<file path="src/rtl/sum_bcd_converter.sv">
// Sequential binary-to-packed-BCD converter (double-dabble, one bit per clock).
// It accepts one value over valid/ready, pulses out_valid when done and holds the result.
module sum_bcd_converter #(
  parameter int IN_WIDTH = 7,
  parameter int DIGITS   = 3
) (
  input  logic                  clock,
  input  logic                  reset,
  input  logic                  in_valid,
  input  logic [IN_WIDTH-1:0]   in_data,
  output logic                  in_ready,
  output logic                  busy,
  output logic                  out_valid,
  output logic [4*DIGITS-1:0]   bcd_out,
  output logic [1:0]            dbg_state_o
);

  localparam int BCD_W = 4 * DIGITS;
  localparam int SR_W  = BCD_W + IN_WIDTH;
  localparam int CNT_W = $clog2(IN_WIDTH + 1);

  typedef enum logic [1:0] {
    IDLE  = 2'd0,
    SHIFT = 2'd1,
    DONE  = 2'd2
  } state_t;

  // Handshake: a value transfers on a rising edge where in_valid and in_ready are
  // both high; in_ready is high only in IDLE and nothing is queued while it is low.
  state_t              state_q, state_d;
  logic [SR_W-1:0]     sr_q, sr_d;
  logic [CNT_W-1:0]    cnt_q, cnt_d;
  logic [BCD_W-1:0]    bcd_q, bcd_d;
  logic [SR_W-1:0]     adj;
  logic [SR_W-1:0]     shifted;

  // Add-3 correction on every BCD field from pre-shift values, then shift left.
  always_comb begin
    adj = sr_q;
    for (int d = 0; d < DIGITS; d++) begin
      if (sr_q[IN_WIDTH + 4*d +: 4] >= 4'd5) begin
        adj[IN_WIDTH + 4*d +: 4] = sr_q[IN_WIDTH + 4*d +: 4] + 4'd3;
      end
    end
    shifted = {adj[SR_W-2:0], 1'b0};
  end

  always_comb begin
    state_d   = state_q;
    sr_d      = sr_q;
    cnt_d     = cnt_q;
    bcd_d     = bcd_q;
    in_ready  = 1'b0;
    busy      = 1'b0;
    out_valid = 1'b0;
    case (state_q)
      IDLE: begin
        in_ready = 1'b1;
        if (in_valid) begin
          sr_d    = {{BCD_W{1'b0}}, in_data};
          cnt_d   = CNT_W'(IN_WIDTH);
          state_d = SHIFT;
        end
      end
      SHIFT: begin
        busy  = 1'b1;
        sr_d  = shifted;
        cnt_d = cnt_q - CNT_W'(1);
        if (cnt_q == CNT_W'(1)) begin
          bcd_d   = shifted[SR_W-1 -: BCD_W];
          state_d = DONE;
        end
      end
      DONE: begin
        out_valid = 1'b1;
        state_d   = IDLE;
      end
      default: state_d = IDLE;
    endcase
  end

  always_ff @(posedge clock) begin
    if (reset) begin
      state_q <= IDLE;
      sr_q    <= '0;
      cnt_q   <= '0;
      bcd_q   <= '0;
    end else begin
      state_q <= state_d;
      sr_q    <= sr_d;
      cnt_q   <= cnt_d;
      bcd_q   <= bcd_d;
    end
  end

  assign bcd_out     = bcd_q;
  assign dbg_state_o = state_q;

endmodule

</file>
<file path="config.mk">
export PLATFORM = sky130hd
export DESIGN_NAME = sum_bcd_converter
export DESIGN_NICKNAME = d
export VERILOG_FILES = /design/src/rtl/sum_bcd_converter.sv
export SDC_FILE = /design/constraint.sdc
export NUM_CORES = 1
export LEC_CHECK = 0
export ABC_AREA = 0
export CORE_MARGIN = 8
export CORE_UTILIZATION = 50
export CTS_CLUSTER_SIZE = 16
export DETAILED_ROUTE_END_ITERATION = 6
export PLACE_DENSITY = 0.75
export SYNTH_ARGS = -nofsm -noshare
export SYNTH_HDL_FRONTEND = slang
export SYNTH_SLANG_ARGS = --single-unit
</file>
<file path="constraint.sdc">
create_clock -name clock -period 2.1 [get_ports clock]
set_input_delay 0.42 -clock clock [delete_from_list [all_inputs] [get_ports clock]]
set_output_delay 0.42 -clock clock [all_outputs]
set_load 0.02 [all_outputs]
</file>
==> results.rst, run 1 <==
.. list-table::
   :header-rows: 1

   * - Metric
     - Value
   * - Most numerous cell types in the synthesized netlist
     - 36 x sky130_fd_sc_hd__dfxtp_1, 27 x sky130_fd_sc_hd__nor2_1, 20 x sky130_fd_sc_hd__a21oi_1
   * - Top-level I/O count
     - 27
   * - Dominant cell type by area after synthesis
     - sky130_fd_sc_hd__dfxtp_1
   * - # diodes
     - 0
   * - DIE AREA
     - 0.005695 mm²
   * - Average detailed-routed wire length per instance
     - 14.89 µm
   * - Total iterations of the first detailed-routing run
     - 4
   * - Yosys cell types
     - 33
   * - Routability congestion estimate from global placement
     - about 0.80
   * - Maximum number of pins on one net before global-route repair
     - 19
   * - Cell type of the slowest stage on the worst timing path
     - sky130_fd_sc_hd__clkdlybuf4s50_1
   * - Total standard cell area after synthesis
     - 0.001768 mm²
   * - Worst vdd rail ir drop
     - 0.3973 mV
   * - Worst Path Class, Setup
     - reg2out
   * - Cell count of the worst reg-to-reg path
     - 6
   * - Synthesis Warnings
     - 0
   * - Drt initial violations
     - 149
   * - Total wirelength of the detailed-routed design
     - 4005 µm
   * - Worst hold slack
     - between 0.4 and 0.5 ns
   * - Sort of element at the start of the critical path
     - register
   * - Post-Synthesis Mean Instance Area
     - 9.020 µm²
   * - Layout overhead on the synthesized area
     - 19.60%
   * - Relative slew margins
     - 0.7621
   * - Synthesized flop and latch total
     - 36
   * - Row count
     - 21
   * - CTS tree
     - done
   * - Clock-pin slew on the worst setup and hold paths
     - ~0.10 ns
   * - Core Region
     - approximately 0.0034 mm²
   * - Count of vias placed by the detailed router
     - 1521
   * - Count of port buffers added during placement
     - 26
   * - DP Wirelength
     - 2879 µm
   * - Sink count of the clock tree
     - 36
   * - Data required, critical path
     - 1.68 ns
   * - Maximum level of the CTS H-tree
     - 2
   * - Vias in the first global route
     - around 1500
   * - Sequential area share after synthesis
     - 0.4076
   * - Number of cells traversed by the worst hold path
     - 2
   * - Post-Route Setup TNS
     - 0 ns
   * - First element of the critical path
     - dbg_state_o[0]$_SDFFE_PP0P_
   * - Ratio of final minimum period to clock period
     - 0.9579
   * - Most frequently used flop master after synthesis
     - sky130_fd_sc_hd__dfxtp_1
   * - Cells along the critical path
     - buf_4 > clkdlybuf4s50_1
   * - Filler Cell Count
     - 312
   * - EDFF count, synth
     - 0
   * - Reg2reg start
     - sr_q[11]$_SDFFE_PP0P_
   * - Most frequent cell after synthesis
     - sky130_fd_sc_hd__dfxtp_1
   * - Clock buffers created by TritonCTS
     - 5
   * - Critical Path End Type
     - output pin
   * - Post-synthesis async set-or-reset flop share
     - 0
   * - First-pass GRT wire length
     - 6879 µm
   * - RSZ-0062 raised after global routing
     - no
   * - Total DRC errors in the routed layout
     - 0
   * - Count of antenna-violating nets left after detailed routing
     - 0
   * - Horizontal extent of the die
     - ~75 µm
   * - Final min period
     - 2.012 ns
   * - Post-CTS Hold Fix Bufs
     - 0
   * - Worst setup endpoint
     - dbg_state_o[0]
   * - Number of antenna violations at the first check in global routing
     - 0
   * - R2r setup slk
     - 0.39 ns
   * - Number of slew-limit violations in the final report
     - 0
   * - Clock tree skew after final layout
     - 0.01108 ns
   * - Max-capacitance violation count
     - 0
   * - Cells taking the most area after synthesis
     - sky130_fd_sc_hd__dfxtp_1 41%, sky130_fd_sc_hd__nor2_1 5.7%, sky130_fd_sc_hd__a21oi_1 5.7%
   * - Starting utilization of the core area
     - 0.5257
   * - Avg Vias per Cell
     - 5.654
   * - Actual transition at the worst max-transition pin
     - 0.3479 ns
   * - Final hold violation count
     - 0
   * - Die Span Y
     - between 70 and 80 µm
   * - Highest attainable clock frequency
     - 497.1 MHz
   * - Run status
     - complete, no violations
   * - Number of setup violations in the final report
     - 0
   * - Endpoint of the most critical register-to-register path
     - sr_q[13]$_SDFFE_PP0P_
   * - Longest Clk Path Bufs
     - 2
   * - Number of standard cells after synthesis
     - 196
   * - GRT Util Overall
     - 0.1566
   * - Buffer type at the clock tree root
     - sky130_fd_sc_hd__clkbuf_4
   * - Static leakage
     - around 0.77 nW
   * - Min-delay worst type
     - reg2reg
   * - Yosys top cell area share
     - 0.4076
   * - NumNets Final
     - 243
   * - Stage delay of the slowest cell on the critical path
     - 0.63 ns
   * - Arr. time, crit path
     - 1.59 ns
   * - Fraction of final layout cells sized beyond drive strength 1
     - 0.1300
   * - Global route overflow
     - 0
   * - Worst-path fanout max
     - 11
   * - Pwr/cell area
     - 600.7 mW/mm²
   * - Worst skew pair latency
     - about 0.34 ns
   * - Buffers inserted during post-CTS setup optimization
     - 0
   * - Synthesized netlist net count
     - 214
-- sequential cells by signal, indices dropped and copies added (netlist names) --
register     flops
sr_q            19
dbg_state_o      2
cnt_q            3
bcd_out         12
-- report_power, final --
group	switching [mW]	leakage [nW]	total, mW	internal (mW)
Clock	0.211	0.0230	0.323	0.112
Combinational	0.118	0.450	0.216	0.0981
Sequential	0.0196	0.293	0.731	0.711
Total	0.349	0.766	1.27	0.921
-- worst min-delay path by stage --
stage / start / to / slack (ns)
6_report: cnt_q[0]$_SDFFE_PP0P_ / cnt_q[0]$_SDFFE_PP0P_ / 0.49
4_1_cts: cnt_q[0]$_SDFFE_PP0P_ / cnt_q[0]$_SDFFE_PP0P_ / 0.49
2_1_floorplan: cnt_q[0]$_SDFFE_PP0P_ / cnt_q[0]$_SDFFE_PP0P_ / 0.45
5_1_grt: bcd_out[10]$_SDFFE_PP0P_ / bcd_out[10]$_SDFFE_PP0P_ / 0.52
3_5_place_dp: bcd_out[9]$_SDFFE_PP0P_ / bcd_out[9]$_SDFFE_PP0P_ / 0.47
3_3_place_gp: cnt_q[0]$_SDFFE_PP0P_ / cnt_q[0]$_SDFFE_PP0P_ / 0.46
-- repair_timing --
| item | CTS | global route |
|---|---|---|
| gates resized for setup | 0 | 1 |
| setup endpoints to repair | 0 | 1 |
| endpoints found under the hold margin | 0 | 0 |
-- cells by family after synthesis --
family	synth area share
xor+xnor	0.01486
buf+inv	0.08492
simple gates	0.1592
mux	0.02477
fa+ha+maj	0.05662
flops	0.4076
compound gates	0.2520
-- layout make-up --
cell class                 count  area, µm²  area share
multi-input combinational    129      897.1      0.4243
sequential                    36      720.7      0.3408
tap                           46      57.56     0.02722
inverter                      17      63.81     0.03018
clock buffer                   5      37.54     0.01775
timing repair buffer          36      337.8      0.1598
-- critical path, delay by kind of cell (launching register included) --
family | cells | cell delay, ns
buffers and inverters | 2 | 0.84
DFF | 1 | 0.41
-- stage by stage --
stage	instance area [µm²]	worst slack [ns]	total power, mW	utilization	std cells
after global routing	2115	0.02434	1.333	0.6287	269
after global placement	2074	0.4152	0.9530	0.6168	264
after floorplan	1768	0.5160	0.8858	-	196
after CTS	2112	0.04474	1.279	0.6280	269
after detailed placement	2074	0.3066	0.9617	0.6168	264
final	2115	0.08844	1.270	0.6287	269
-- placed cells by master (no fill, tap or decap), types with 2 or more instances in the layout --
cell type	Yosys	layout
sky130_fd_sc_hd__o31ai_1	3	3
sky130_fd_sc_hd__a32oi_1	3	3
sky130_fd_sc_hd__o21ai_0	3	3
sky130_fd_sc_hd__inv_1	16	16
sky130_fd_sc_hd__o32ai_1	8	8
sky130_fd_sc_hd__nand2_1	2	2
sky130_fd_sc_hd__o221a_2	3	3
sky130_fd_sc_hd__o22ai_1	6	6
sky130_fd_sc_hd__ha_1	8	8
sky130_fd_sc_hd__buf_4	1	10
sky130_fd_sc_hd__a221oi_1	2	2
sky130_fd_sc_hd__nand2b_1	12	12
sky130_fd_sc_hd__a211oi_2	5	5
sky130_fd_sc_hd__a21oi_1	20	20
sky130_fd_sc_hd__nor2b_1	4	4
sky130_fd_sc_hd__nand3b_1	2	2
sky130_fd_sc_hd__xnor2_1	3	3
sky130_fd_sc_hd__a2111oi_0	3	3
sky130_fd_sc_hd__nor3b_1	5	5
sky130_fd_sc_hd__mux2_2	3	3
sky130_fd_sc_hd__clkdlybuf4s50_1	0	25
sky130_fd_sc_hd__nor2_1	27	27
sky130_fd_sc_hd__dfxtp_1	36	36
sky130_fd_sc_hd__clkbuf_4	0	5
-- metal layers --
layer	up-vias	GRT usage	part of all wire
li1	752	-	-
met1	712	0.1640	0.42
met2	47	0.2685	0.46
met3	10	0.07237	0.097
met4	0	0.05757	0.019
met5	-	0	0
Note: power is estimated with default switching activity, not from simulation.
==> run 2, diff against run 1 <==
- CAP_MARGIN: not set -> 20
==> results of run 2 <==
The final DEF is identical to that of run 1; final timing and power are the same.
